===== src/rtl/intersection_scheduler.sv =====
// Phase scheduler for a main-road / side-street intersection: NS rests green,
// EW green is granted on car or pedestrian request and timed from a one-second tick.
module intersection_scheduler #(
    parameter int TICK_DIV   = 50000000,
    parameter int GNS_MIN    = 10,
    parameter int GEW_MIN    = 5,
    parameter int GEW_MAX    = 15,
    parameter int YEL_SEC    = 2,
    parameter int ALLRED_SEC = 1,
    parameter int WALK_SEC   = 4
) (
    input  logic       clk,
    input  logic       reset_n,
    input  logic       car_ew,
    input  logic       ped_ns,
    input  logic       ped_ew,
    output logic [5:0] lights,
    output logic       walk_ns,
    output logic       walk_ew,
    output logic [2:0] phase,
    output logic       sec_tick
);

    typedef enum logic [2:0] {
        GNS = 3'd0,
        YNS = 3'd1,
        RNS = 3'd2,
        GEW = 3'd3,
        YEW = 3'd4,
        REW = 3'd5
    } state_t;

    localparam int PW = (TICK_DIV > 1) ? $clog2(TICK_DIV) : 1;
    localparam logic [PW-1:0] TICK_LAST = PW'(TICK_DIV - 1);
    localparam logic [4:0] GNS_MIN_C = 5'(GNS_MIN);
    localparam logic [4:0] GEW_MIN_C = 5'(GEW_MIN);
    localparam logic [4:0] GEW_MAX_C = 5'(GEW_MAX);
    localparam logic [4:0] YEL_C     = 5'(YEL_SEC);
    localparam logic [4:0] ALLRED_C  = 5'(ALLRED_SEC);
    localparam logic [4:0] WALK_C    = 5'(WALK_SEC);

    state_t        state_q, state_d;
    logic [PW-1:0] presc_q, presc_d;
    logic [4:0]    sec_cnt_q, sec_cnt_d, sec_nx;
    logic          ew_pend_q, ew_pend_d;
    logic          pns_pend_q, pns_pend_d;
    logic          pew_pend_q, pew_pend_d;
    logic          walk_ns_q, walk_ns_d;
    logic          walk_ew_q, walk_ew_d;
    logic [5:0]    lights_q, lights_d;
    logic          tick, changed, enter_gns, enter_gew, walk_done;

    always_comb begin
        tick      = (presc_q == TICK_LAST);
        sec_nx    = (sec_cnt_q == 5'd31) ? 5'd31 : sec_cnt_q + 5'd1;
        walk_done = tick && (sec_nx >= WALK_C);

        state_d = state_q;
        case (state_q)
            GNS: if (sec_cnt_q >= GNS_MIN_C && (ew_pend_q || pew_pend_q || pns_pend_q))
                     state_d = YNS;
            YNS: if (tick && sec_nx >= YEL_C)    state_d = RNS;
            RNS: if (tick && sec_nx >= ALLRED_C) state_d = GEW;
            // Extension: EW stays green while a car is present, up to the hard cap.
            GEW: if (tick && ((sec_nx >= GEW_MIN_C && !car_ew) || sec_nx >= GEW_MAX_C))
                     state_d = YEW;
            YEW: if (tick && sec_nx >= YEL_C)    state_d = REW;
            REW: if (tick && sec_nx >= ALLRED_C) state_d = GNS;
            default: state_d = GNS;
        endcase

        changed   = (state_d != state_q);
        enter_gns = (state_d == GNS) && (state_q != GNS);
        enter_gew = (state_d == GEW) && (state_q != GEW);

        if (changed) begin
            presc_d   = '0;
            sec_cnt_d = '0;
        end else begin
            presc_d   = tick ? '0 : presc_q + PW'(1);
            sec_cnt_d = tick ? sec_nx : sec_cnt_q;
        end

        // A request arriving on the entry edge is served by the phase being entered.
        ew_pend_d  = enter_gew ? 1'b0 : (ew_pend_q || (car_ew && state_q != GEW));
        pew_pend_d = enter_gew ? 1'b0 : (pew_pend_q || ped_ew);
        pns_pend_d = enter_gns ? 1'b0 : (pns_pend_q || ped_ns);

        if (enter_gew) walk_ew_d = pew_pend_q || ped_ew;
        else           walk_ew_d = walk_ew_q && !walk_done && (state_d == GEW);
        if (enter_gns) walk_ns_d = pns_pend_q || ped_ns;
        else           walk_ns_d = walk_ns_q && !walk_done && (state_d == GNS);

        case (state_d)
            GNS:     lights_d = 6'b100001;
            YNS:     lights_d = 6'b010001;
            RNS:     lights_d = 6'b001001;
            GEW:     lights_d = 6'b001100;
            YEW:     lights_d = 6'b001010;
            REW:     lights_d = 6'b001001;
            default: lights_d = 6'b100001;
        endcase
    end

    always_ff @(posedge clk) begin
        if (!reset_n) begin
            state_q    <= GNS;
            presc_q    <= '0;
            sec_cnt_q  <= '0;
            ew_pend_q  <= 1'b0;
            pns_pend_q <= 1'b0;
            pew_pend_q <= 1'b0;
            walk_ns_q  <= 1'b0;
            walk_ew_q  <= 1'b0;
            lights_q   <= 6'b100001;
        end else begin
            state_q    <= state_d;
            presc_q    <= presc_d;
            sec_cnt_q  <= sec_cnt_d;
            ew_pend_q  <= ew_pend_d;
            pns_pend_q <= pns_pend_d;
            pew_pend_q <= pew_pend_d;
            walk_ns_q  <= walk_ns_d;
            walk_ew_q  <= walk_ew_d;
            lights_q   <= lights_d;
        end
    end

    assign lights   = lights_q;
    assign walk_ns  = walk_ns_q;
    assign walk_ew  = walk_ew_q;
    assign phase    = state_q;
    assign sec_tick = tick;

endmodule


===== config.mk =====
export PLATFORM = sky130hd
export DESIGN_NAME = intersection_scheduler
export DESIGN_NICKNAME = d
export VERILOG_FILES = /design/src/rtl/intersection_scheduler.sv
export SDC_FILE = /design/constraint.sdc
export NUM_CORES = 1
export LEC_CHECK = 0
export CAP_MARGIN = 20
export CORE_ASPECT_RATIO = 1.5
export CORE_MARGIN = 8
export CORE_UTILIZATION = 35
export CTS_BUF_LIST = sky130_fd_sc_hd__clkbuf_2 sky130_fd_sc_hd__clkbuf_4 sky130_fd_sc_hd__clkbuf_8
export CTS_CLUSTER_SIZE = 30
export DETAILED_ROUTE_END_ITERATION = 10
export PLACE_DENSITY = 0.57
export SLEW_MARGIN = 20
export SYNTH_ARGS = -nofsm -noshare
export SYNTH_HDL_FRONTEND = slang
export SYNTH_SLANG_ARGS = --single-unit
export TNS_END_PERCENT = 30

===== constraint.sdc =====
create_clock -name clk -period 3.9 [get_ports clk]
set_input_delay 1.17 -clock clk [delete_from_list [all_inputs] [get_ports clk]]
set_output_delay 1.17 -clock clk [all_outputs]
set_load 0.05 [all_outputs]

Word-level counts from Yosys, hierarchy flattened
Cells that the tools add are included.

storage, ports and cells
  register bits = 45
  word-level logic and storage cells = 72
  bits of input ports = 5

cells by class
  reduce and logical (&&, ||, !) cells = 29
  bitwise gates (word level) = 1
  add/subtract/negate cells = 2
  order comparisons = 6
  equality and inequality tests = 14
  multiplexer cells = 11

operators by type and width
  operator                 number
  $add A26 B1 Y26 const B  1
  $eq A26 B26 Y1 const B   1
  $pmux W6 S4              1
  $mux W3                  6
  $pmux W3 S6              1
  $logic_and A1 B1 Y1      13
  $eq A3 B2 Y1 const B     4
  $eq A3 B3 Y1 const B     4
  $ge A5 B3 Y1 const B     2
  $ge A5 B4 Y1 const B     2
  $reduce_or A2 Y1         4
  $eq A3 B1 Y1 const B     2
  $logic_not A3 Y1         2
  $logic_or A1 B1 Y1       6
  $add A5 B1 Y5 const B    1
  $eq A5 B5 Y1 const B     1
  $ge A5 B1 Y1 const B     1
  $ge A5 B2 Y1 const B     1
  $mux W5                  1
  $ne A3 B2 Y1 const B     1
  $ne A3 B3 Y1             1
  $reduce_bool A3 Y1       1
  $reduce_or A3 Y1         1
  $logic_not A1 Y1         2
  2 further kinds          3

Depth between registers and ports, before layout
  word-level depth = 11
  depth in mapped cells = 12

Least setup slack after synthesis
OpenSTA, ideal clock, no wires.

  path kind = register to output
  start = register presc_q[8]
  end = output port sec_tick
  data required time = 2.730 ns
  slack = 1.210 ns
  arrival = 1.520 ns
  path buffers = 1
  stages on the path, launching flop included = 5
  cells stage by stage = dfxtp_1 > nor4b_2 > nand4_1 > nor4_4 > buf_2

on the way
  cells in the longest elaborated chain, start to end = 1

ends and longest elaborated chain
  what                    line  RTL
  start, declared         43    logic [PW-1:0] presc_q, presc_d;
  start signal, assigned  118   presc_q <= presc_d;
  $eq A26 B26 Y1          54    tick = (presc_q == TICK_LAST);
  end, declared           21    output logic sec_tick

No other way between the ends.

Worst setup path in the final report
  start = register presc_q[11]
  end = output port sec_tick

The elaborated chain is that of the path after synthesis.

==> flow_summary.yaml <==
critical_path:
  worst_path_max_stage_delay_ns: 0.38
  cell_breakdown_of_the_critical_path: "nor4b_2 > nand4_1 > nor4_4 > buf_4 > buf_4"
  regToRegEndpoint: "presc_q[16]"
  worst-setup-path-type: "reg -> out"
  crit_path_top_delay_cell: "dfxtp_1"
  critical-path-top-cell-by-count: "buf_4"
  critical_path.reg2reg.startpoint: "sec_cnt_q[0]"
  endpoint_required_time_on_the_critical_path_ns: 2.73
  timing.critical_path.from_type: "register"
  critical_path_buf_inv_count: 2
  worst-r2r-setup-slack_ns: 1.15
  critical-path-top-delay-family: "simple AND/OR/NAND/NOR gates"
  setup.worst_path.end_class: "output pin"
  critical_path_peak_fanout: 16
  arrival_ns: 1.91
  worst-r2r-cell-count: 8
routing:
  m1WireLength_mm: 2.21
  route.detailed.vias_per_inst: 5.26
  wirelength_mm: 5.04
  routed-wl-met3_um: 180
  number_of_optimization_iterations_in_the_first_detailed_route_pass: 6
  routed-via-count: 1878
  drtAntennaViolNets: 0
  post_drt_wl_per_cell_um: 14.1
  drt_iter0_markers: 58
  wl_met2_mm: 2.57
  post-route-drc-count: 0
  top_layer: "met4"
synth:
  avgSynthCellArea_um2: 8.74
  synth_nets: 275
  synth_sequential_area_ratio_pct: 38.6
  synth_enable_flop_cells: 0
  synthesis.instances: 267
  ffs_w_async_s_r_synth_pct: 0
  synth.cell_area_mm2: 0.00233
  ys_warn_count: 0
  netlist-cell-type-count: 59
  synth_seq_cells: 45
  synth_top_flop_cell: "dfxtp_1"
grt:
  grt_usage_pct: 11.3
  first_global_vias: 1904
  initial_antenna_violation_count: 0
  grt_remaining_overflow: 0
  grt_max_degree: 17
  grt_first_pass_wirelength_mm: 8.61
final_layout:
  layout-area-overhead-vs-synth_pct: 12.1
  stdcell_count: 357
  post_route_cells_drive_above_1_share_pct: 12.8
  layout.core_utilization_pct: 40.3
  antennaDiodeCount: 0
  nNetsFinal: 288
timing:
  timing_hold_violations_final: 0
  tightestPinTransition_ns: 0.549
  worst_slack_ns: 0.816
  rsz0062_at_grt: "no"
  tns_ns: 0
  fin_worst_hold_slack_ns: 0.468
  timing_max_transition_violations_final: 0
  upper_clock_frequency_limit_ghz: 0.324
  setup_viol: 0
  finClkSkew_ns: 0.00411
  layout_min_cycle_time_ns: 3.08
  slew-limit-headroom_pct: 63.4
  period_share_pct: 79.1
clocking:
  number_of_buffers_created_by_cts: 5
  root_buffer: "clkbuf_8"
  later_pin_clock_latency_in_the_skew_report_ns: 0.29
  tritoncts: "yes"
  clockBufferDepth: 2
  post_cts_resized: 0
  post_cts.repair.setup_buffers: 0
  cts-htree-levels: 2
  clkSinkCount: 45
  clkSlewWorstSetupHoldPaths_ns: 0.08
  hold_buffers: 0
place:
  portBuffers: 16
  detailedPlacementHpwl_mm: 3.68
  gp_routability_congestion: 0.793
  pre_cts_ws_ns: 0.692
  numPlacedInstances: 349
power:
  worst_ir_drop_vdd_uv: 153
  p_leak_nw: 0.976
  power.density_mw_per_mm2: 297
hold_path:
  whs_path_depth: 1
  holdCritPathClass: "reg -> reg"
  hold_path.startpoint: "presc_q[0]"
  hold_end: "presc_q[0]"
floorplan:
  core_area_mm2: 0.00649
  design.die.area_mm2: 0.00959
  start_util_pct: 36.0
  io_pins: 17
  rows: 36
  fp.dieW_um: 82.7
  die_h_um: 116
run_status:
  status: "finished clean"
run:
  maxCapViolations: 0
cell type report:
| class | count | area (um2) |
|---|---|---|
| Fill cell | 678 | 3870 |
| Multi-Input combinational cell | 202 | 1330 |
| Inverter | 8 | 30.0 |
| Clock buffer | 6 | 76.3 |
| Clock inverter | 2 | 10.0 |
| Sequential cell | 45 | 901 |
| Timing Repair Buffer | 18 | 173 |
| Tap cell | 76 | 95.1 |
sequential cells by signal, indices dropped and copies added (netlist names):
| register | count |
|---|---|
| presc_q | 26 |
| lights | 6 |
| sec_cnt_q | 5 |
| phase | 3 |
| ew_pend_q | 1 |
| pew_pend_q | 1 |
| pns_pend_q | 1 |
| walk_ew | 1 |
| walk_ns | 1 |
worst max-delay path by stage:
stage	startpoint	cells past startpoint	slack (ns)	endpoint
after floorplan	presc_q[8]	4	1.21	sec_tick
after global placement	car_ew	7	0.77	sec_cnt_q[4]
after detailed placement	car_ew	7	0.69	sec_cnt_q[0]
after CTS	presc_q[11]	5	0.80	sec_tick
after global routing	presc_q[0]	6	0.68	sec_tick
final	presc_q[11]	5	0.82	sec_tick
cell usage after synthesis (2+ instances only):
| cell | number | area, um2 |
|---|---|---|
| clkbuf_1 | 3 | 11.3 |
| buf_2 | 6 | 30.0 |
| nor4b_1 | 2 | 17.5 |
| nor2_1 | 36 | 135 |
| inv_1 | 8 | 30.0 |
| nor4b_2 | 2 | 30.0 |
| and4_1 | 3 | 26.3 |
| a21boi_0 | 2 | 15.0 |
| nor3b_1 | 2 | 15.0 |
| dfxtp_1 | 45 | 901 |
| a31oi_1 | 4 | 25.0 |
| nand3_1 | 11 | 55.1 |
| nor3_2 | 10 | 100 |
| or3_1 | 5 | 31.3 |
| xor2_1 | 15 | 131 |
| nor3_1 | 5 | 25.0 |
| buf_6 | 2 | 22.5 |
| a211oi_1 | 5 | 37.5 |
| mux2i_1 | 3 | 30.0 |
| xnor2_1 | 8 | 70.1 |
| nor2b_1 | 3 | 18.8 |
| and3_1 | 5 | 31.3 |
| nand4_1 | 10 | 62.6 |
| nor4_1 | 2 | 12.5 |
| a21oi_1 | 7 | 35.0 |
| o21ai_0 | 4 | 20.0 |
| nand2_1 | 25 | 93.8 |
| ha_1 | 3 | 37.5 |
layer usage:
layer  GRT usage, %  vias up
li1               -      967
met1           12.3      878
met2           19.9       25
met3           2.87        8
met4           4.28        0
met5              0        -
through the flow:
step / power [mW] / cell area [um2]
floorplan: 0.492 / 2330
global placement: 0.502 / 2530
detailed placement: 0.502 / 2530
CTS: 0.792 / 2620
global route: 0.811 / 2620
finish: 0.777 / 2620
report_power, final:
part | internal (mW) | switching (mW) | total, mW
combinational | 0.00941 | 0.0138 | 0.0232
clock | 0.131 | 0.155 | 0.287
sequential | 0.464 | 0.00356 | 0.467
total | 0.605 | 0.173 | 0.777
cells by family (layout without fill, tap and decap cells):
kind of cell             count (synthesis)  after routing  synth area share, %
AND/OR/NAND/NOR                        135            135                 33.6
AO/OA/AOI/OAI                           37             37                 11.4
adder cells (fa/ha/maj)                  3              3                 1.61
XOR/XNOR                                23             23                 8.63
flip-flops                              45             45                 38.6
multiplexers                             4              4                 1.77
buffers and inverters                   20             34                 4.34
placed cells by master (no fill, tap or decap), types with 2 or more instances in the layout:
| master | synthesis | final |
|---|---|---|
| xnor2_1 | 8 | 8 |
| buf_4 | 1 | 3 |
| nor3_1 | 5 | 5 |
| and4_1 | 3 | 3 |
| nor3b_1 | 2 | 2 |
| o21ai_0 | 4 | 4 |
| a211oi_1 | 5 | 5 |
| nand2_1 | 25 | 25 |
| a31oi_1 | 4 | 4 |
| nand4_1 | 10 | 10 |
| a21boi_0 | 2 | 2 |
| clkinv_2 | 0 | 2 |
| nor4_1 | 2 | 2 |
| xor2_1 | 15 | 15 |
| clkdlybuf4s50_1 | 0 | 15 |
| or3_1 | 5 | 5 |
| nor2b_1 | 3 | 3 |
| clkbuf_8 | 0 | 5 |
| nor4b_2 | 2 | 2 |
| and3_1 | 5 | 5 |
| nor3_2 | 10 | 10 |
| inv_1 | 8 | 8 |
| nor2_1 | 36 | 36 |
| ha_1 | 3 | 3 |
| nand3_1 | 11 | 11 |
| nor4b_1 | 2 | 2 |
| dfxtp_1 | 45 | 45 |
| a21oi_1 | 7 | 7 |
| mux2i_1 | 3 | 3 |
Note: power is estimated with default switching activity, not from simulation.
